**src/rtl/pipe_fetch_skid.sv**
```systemverilog
`default_nettype none
// ============================================================================
// Module      : pipe_fetch_skid
// Description : IF/ID pipeline boundary with valid/ready handshakes on both
//               sides and a two-entry skid buffer. Fetch keeps full throughput
//               under decode backpressure, flush empties the boundary to a
//               bubble, and every output is taken directly from a register.
// Ports       : clk, rst (async, active-high), flush
//               fetch side  : valid_f, ready_f, instr_f, pc_f, pc_plus4_f
//               decode side : valid_d, ready_d, instr_d, pc_d, pc_plus4_d
//               occupancy   : number of entries held (0..2)
// Revision    : 1.0 - initial release
// ============================================================================
module pipe_fetch_skid #(
    parameter int unsigned           XLEN      = 32,
    parameter logic [XLEN-1:0]       NOP_INSTR = XLEN'(32'h0000_0013)
) (
    input  logic            clk,
    input  logic            rst,
    input  logic            flush,
    input  logic            valid_f,
    output logic            ready_f,
    input  logic [XLEN-1:0] instr_f,
    input  logic [XLEN-1:0] pc_f,
    input  logic [XLEN-1:0] pc_plus4_f,
    output logic            valid_d,
    input  logic            ready_d,
    output logic [XLEN-1:0] instr_d,
    output logic [XLEN-1:0] pc_d,
    output logic [XLEN-1:0] pc_plus4_d,
    output logic [1:0]      occupancy
);

    // Entry layout: {instr, pc, pc_plus4}
    localparam int unsigned      c_ENTRY_W = 3 * XLEN;
    localparam logic [c_ENTRY_W-1:0] c_bubble = {NOP_INSTR, {(2*XLEN){1'b0}}};

    typedef enum logic [1:0] {
        EMPTY = 2'd0,
        ONE   = 2'd1,
        FULL  = 2'd2
    } state_t;

    state_t                 r_state;
    logic [c_ENTRY_W-1:0]   r_main;
    logic [c_ENTRY_W-1:0]   r_skid;
    logic                   r_valid_d;
    logic                   r_ready_f;
    logic [1:0]             r_occupancy;

    logic [c_ENTRY_W-1:0]   w_in;

    assign w_in = {instr_f, pc_f, pc_plus4_f};

    // Handshake flags are kept as their own registers and updated together
    // with the state, so the interface never sees decode logic on its outputs.
    // In ONE and EMPTY ready_f is 1, so push reduces to valid_f there; in FULL
    // ready_f is 0 and valid_f is ignored. In ONE and FULL valid_d is 1, so pop
    // reduces to ready_d.
    always_ff @(posedge clk or posedge rst) begin
        if (rst) begin
            r_state     <= EMPTY;
            r_main      <= c_bubble;
            r_skid      <= '0;
            r_valid_d   <= 1'b0;
            r_ready_f   <= 1'b1;
            r_occupancy <= 2'd0;
        end else if (flush) begin
            // Flush wins over any same-cycle push or pop.
            r_state     <= EMPTY;
            r_main      <= c_bubble;
            r_skid      <= '0;
            r_valid_d   <= 1'b0;
            r_ready_f   <= 1'b1;
            r_occupancy <= 2'd0;
        end else begin
            case (r_state)
                EMPTY: begin
                    if (valid_f) begin
                        r_main      <= w_in;
                        r_state     <= ONE;
                        r_valid_d   <= 1'b1;
                        r_occupancy <= 2'd1;
                    end
                end
                ONE: begin
                    if (valid_f && ready_d) begin
                        r_main <= w_in;
                    end else if (valid_f) begin
                        // Decode stalled: park the new entry behind M.
                        r_skid      <= w_in;
                        r_state     <= FULL;
                        r_ready_f   <= 1'b0;
                        r_occupancy <= 2'd2;
                    end else if (ready_d) begin
                        // Last entry consumed: present a bubble.
                        r_main      <= c_bubble;
                        r_state     <= EMPTY;
                        r_valid_d   <= 1'b0;
                        r_occupancy <= 2'd0;
                    end
                end
                FULL: begin
                    if (ready_d) begin
                        r_main      <= r_skid;
                        r_skid      <= '0;
                        r_state     <= ONE;
                        r_ready_f   <= 1'b1;
                        r_occupancy <= 2'd1;
                    end
                end
                default: begin
                    r_state     <= EMPTY;
                    r_main      <= c_bubble;
                    r_skid      <= '0;
                    r_valid_d   <= 1'b0;
                    r_ready_f   <= 1'b1;
                    r_occupancy <= 2'd0;
                end
            endcase
        end
    end

    assign ready_f    = r_ready_f;
    assign valid_d    = r_valid_d;
    assign occupancy  = r_occupancy;
    assign instr_d    = r_main[c_ENTRY_W-1 -: XLEN];
    assign pc_d       = r_main[2*XLEN-1 -: XLEN];
    assign pc_plus4_d = r_main[XLEN-1:0];

endmodule
`default_nettype wire
```
**config.mk**
```make
export PLATFORM = sky130hd
export DESIGN_NAME = pipe_fetch_skid
export DESIGN_NICKNAME = d
export VERILOG_FILES = /design/src/rtl/pipe_fetch_skid.sv
export SDC_FILE = /design/constraint.sdc
export NUM_CORES = 1
export LEC_CHECK = 0
export BUFFER_PORTS_ARGS = -buffer_cell sky130_fd_sc_hd__buf_2
export CAP_MARGIN = 20
export CORE_MARGIN = 2
export CORE_UTILIZATION = 58
export CTS_CLUSTER_SIZE = 14
export DETAILED_ROUTE_END_ITERATION = 10
export GPL_TIMING_DRIVEN = 1
export HOLD_SLACK_MARGIN = 0.06
export MAX_ROUTING_LAYER = met4
export PLACE_DENSITY_LB_ADDON = 0.25
export SETUP_SLACK_MARGIN = 0.4
export SLEW_MARGIN = 20
export SYNTH_ARGS = -nofsm -noshare
export SYNTH_HDL_FRONTEND = slang
export SYNTH_SLANG_ARGS = --single-unit
```
**constraint.sdc**
```tcl
create_clock -name clk -period 9.68 [get_ports clk]
set_clock_uncertainty 0.1 [all_clocks]
set_input_delay 1.452 -clock clk [delete_from_list [all_inputs] [get_ports clk]]
set_output_delay 1.452 -clock clk [all_outputs]
set_load 0.05 [all_outputs]
```
After elaboration in Yosys (flattened, before gate mapping):

Index checks and enable logic that the tools add are counted.

* register bits after elaboration: 196
* output and inout port bits: 100
* bits of input ports: 101
* word-level logic and storage cells: 53

* mux-type cells: 29
* reduce and logical (&&, ||, !) cells: 6
* equality and inequality tests: 13

Operators with widths (number)
* 96-bit 2-to-1 mux: 9
* 96-bit case mux with 3 select lines: 2
* 3-bit != test (second input constant): 6
* 2-bit 2-to-1 mux: 6
* 4-bit != test (second input constant): 3
* 4-bit AND reduction: 3
* 1-bit 2-to-1 mux: 9
* 1-bit case mux with 3 select lines: 2
* 2-bit case mux with 3 select lines: 1
* 5-bit AND reduction: 1
* 2-bit != test (second input constant): 2
* 2-bit by 1-bit equality test with 1-bit output (second input constant): 1
* 2-bit equality test (second input constant): 1
* 2-bit logical NOT: 1
* 1-bit logical AND: 1

Logic depth before layout (Yosys ltp):

* depth in word-level cells: 5
* gate-level depth with buffers: 7
* gate-level depth less buffers: 4

Least setup slack after synthesis:

No wires, ideal clock.

* kind: input -> register
* start: input port flush
* end: register r_main[94]
* arrival time: 2.525 ns
* required time: 9.456 ns
* stages on the path: 7
* buffers on the path: 4
* slack: 6.931 ns
* path through: clkbuf_1 -> nor2_1 -> a32o_1 -> buf_2 -> buf_4 -> buf_6 -> o2bb2ai_1

* cells in the longest elaborated chain, start to end: 2
* elaborated cells on any way between the ends: 6

Ends and longest elaborated chain
* start, declared: RTL line 20 `input logic flush,`
* 4-bit != test (no source line) / 3-bit != test (equally long branches)
* 4-bit AND reduction (no source line)
* end signal, assigned: RTL line 63 `r_main <= c_bubble;`
* end signal, assigned: RTL line 71 `r_main <= c_bubble;`
* end signal, assigned: RTL line 80 `r_main <= w_in;`
* end, declared: RTL line 45 `logic [c_ENTRY_W-1:0] r_main;`

Several ways; a longest one is shown, not always the timed one.
A chain may end at the register's enable or synchronous reset.

Final worst setup path:

* start: input port ready_d
* end: register r_skid[51]

* cells in the longest elaborated chain, start to end: 3
* elaborated cells on any way between the ends: 4

Ends and longest elaborated chain
* start, declared: RTL line 27 `input logic ready_d,`
* 1-bit logical AND: RTL line 87 `if (valid_f && ready_d) begin`
* 3-bit != test (no source line)
* 4-bit AND reduction (no source line) (*)
* end signal, assigned: RTL line 91 `r_skid <= w_in;`
* end, declared: RTL line 46 `logic [c_ENTRY_W-1:0] r_skid;`

Every way passes the cells marked *; elsewhere a longest branch is shown, timed or not.

==> impl_results.md <==
* Final Critical Period at 3.52 ns
* Die span in y at 127 µm
* Internal at 1.36 mW
* Post-synthesis xor/xnor area fraction at 0
* Initial drt markers at 470
* Seq/Total Area, Yosys at 0.561
* Fin. max-slew vios at 0
* CTS tree: done
* Post-synthesis adder-cell area fraction at 0
* Clk buf depth at 2
* Top FF cell, synth: dfrtp_1
* Vias/cell at 5.71
* Commonest non-fill, non-tap cell in the layout: buf_2
* Avg Inst Size Synth at 11.1 µm²
* Port buffer count at 200
* Crit end category: register
* Worst hold slack at 0.382 ns
* Logic pwr share at 0.186
* Crit path required time at 9.91 ns
* Power, Total at 1.96 mW
* # DRC at 0
* Setup Buffers After CTS at 0
* Final setup viols at 0
* CP startpoint kind: primary input
* Slew @ Worst Pin at 0.940 ns
* # IOs at 201
* Clk slew on worst S/H paths at 0.06 ns
* Post-synthesis compound-gate area fraction at 0.189
* Area of the core at 14600 µm²
* Global Route Usage Sum at 0.272
* Initial cell density of the core at 0.598
* Die W at 127 µm
* CTS Hold Bufs at 0
* Mapped cell area at 8750 µm²
* Hold crit path type: register to register
* Crit path max fanout at 52
* LEAKAGE at 5.11 nW
* YS warnings at 0
* Worst setup path class: primary input to register
* H-tree levels at 4
* Maxcap violations at 0
* Netlist cell types at 24
* GP Congestion at 0.809
* 1st-pass router iterations at 4
* Root Driver: clkbuf_16
* FMAX at 284 MHz
* CTS Buf Count at 17
* Clock Power Share at 0.351
* Psw at 0.596 mW
* Via Count at 6539
* Avg WL per Cell at 17.9 µm
* Synth Area in Simple Gates at 0.0516
* P&R area growth vs syn at 18.2%
* Clk_lat worst skew at 0.42 ns
* Final ANT Viol Nets at 0
* Post-CTS Resized at 0
* Clock tree sinks at 196
* Power density cells at 189 nW/µm²
* Main combinational cell family by area after synthesis: compound AO/OA/AOI/OAI gates
* Largest net degree at the start of global routing at 129
* Fillers at 1096
* CP arrival at 3.75 ns
* Hpwl dp at 12.1 mm
* RSZ-0062 raised after global routing: false
* Nets at 1048
* Drt total wl at 20.5 mm
* EDFF count, synth at 0
* Hold Violations, Final at 0
* Power share of the sequential group at 0.463
* First-pass GRT wire length at 33.7 mm
* Vias in the first global route at 6526
* Peak supply drop at 124 µV
* Status: completed
* Final period utilization at 0.363
* Most frequent cells in the layout: 200 x buf_2, 192 x dfrtp_1, 99 x inv_1
* Grt ovf at 0
* Share of layout cells above drive strength 1 at 0.258
* Row cnt at 44
* Syn Inst Count at 786
* Post-synth ARST share at 1.00
* Slew HR at 0.373
* Area of the die at 16100 µm²
* Syn Nets at 887
* Synth Register Bits at 196
* Total negative slack at 0 ns
* Initial antenna violation count at 1
* Switching Fraction at 0.304
* Multiplexer area fraction after synthesis at 0.112
-- final cells by class --
type                            instances  area [µm²]  share of cell area
Tap cell                              184         230              0.0223
Inverter                              102         390              0.0377
Clock buffer                           23         458              0.0443
Multi-Input combinational cell        422        3140               0.303
Antenna cell                            1        2.50            0.000242
Clock inverter                          9         104              0.0100
Sequential cell                       196        4910               0.475
Timing Repair Buffer                  208        1110               0.108
-- synthesized netlist by cell type (2+ instances only) --
cell type    n  area [µm²]
o2bb2ai_1   93         815
nor2_1      11        41.3
o21ai_0      9        45.0
nand2_1     98         368
o21a_1       3        22.5
inv_2        2        7.51
a22oi_1     95         713
buf_4        5        37.5
buf_6        9         101
inv_1      100         375
mux2i_1     98         981
clkbuf_1    19        71.3
dfrtp_1    192        4800
dfstp_2      4         105
a21oi_1      3        15.0
nand2b_1     5        31.3
buf_2       33         165
-- worst max-delay path: stages --
cell     delay (ns)
buf_2          0.15
nor2_1         0.17
o21ba_4        0.79
buf_4          0.83
mux2i_1        0.30
-- sequential cells by signal (all words and copies together) (netlist names) --
signal / flops
occupancy: 2
r_main: 96
r_skid: 96
ready_f: 1
valid_d: 1
-- layer usage --
layer | GRT usage | vias up | wire [µm]
met5 | - | - | 0
met4 | 0.0821 | 0 | 370
met3 | 0.0633 | 27 | 1210
met2 | 0.399 | 206 | 9520
met1 | 0.381 | 3247 | 9450
li1 | - | 3059 | -
-- cells by family (layout without fill, tap and decap cells) --
kind of cell	Yosys count	count (layout)
simple gates	116	116
other cells	0	1
compound gates	208	208
mux	98	98
flops	196	196
buf+inv	168	342
-- power by group through the flow --
stage	combinational, mW	clock [mW]	sequential (mW)
2_1_floorplan	0.152	0	1.03
5_1_grt	0.392	0.736	0.912
3_3_place_gp	0.356	0	0.920
6_report	0.364	0.687	0.907
3_5_place_dp	0.361	0	0.920
4_1_cts	0.362	0.695	0.907
-- stage by stage --
stage	std cells	worst slack (ns)	utilization	cell area [µm²]
global placement	1109	5.77	0.663	9700
floorplan	786	2.79	-	8750
CTS	1141	6.18	0.701	10300
detailed placement	1109	5.76	0.663	9700
global route	1145	6.06	0.706	10300
finish	1145	6.16	0.706	10300
-- worst paths after layout --
check	from	to	slack (ns)	cells after the start
max	ready_d	r_skid[51]	6.16	5
min	r_main[64]	r_main[64]	0.38	2
max reg2reg	occupancy[1]	r_skid[51]	6.63	5
min reg2reg	r_main[64]	r_main[64]	0.38	2
max in group asynchronous	rst	r_main[94]	6.98	3
min in group asynchronous	rst	r_main[55]	1.12	2
Note: power is estimated with default switching activity, not from simulation.
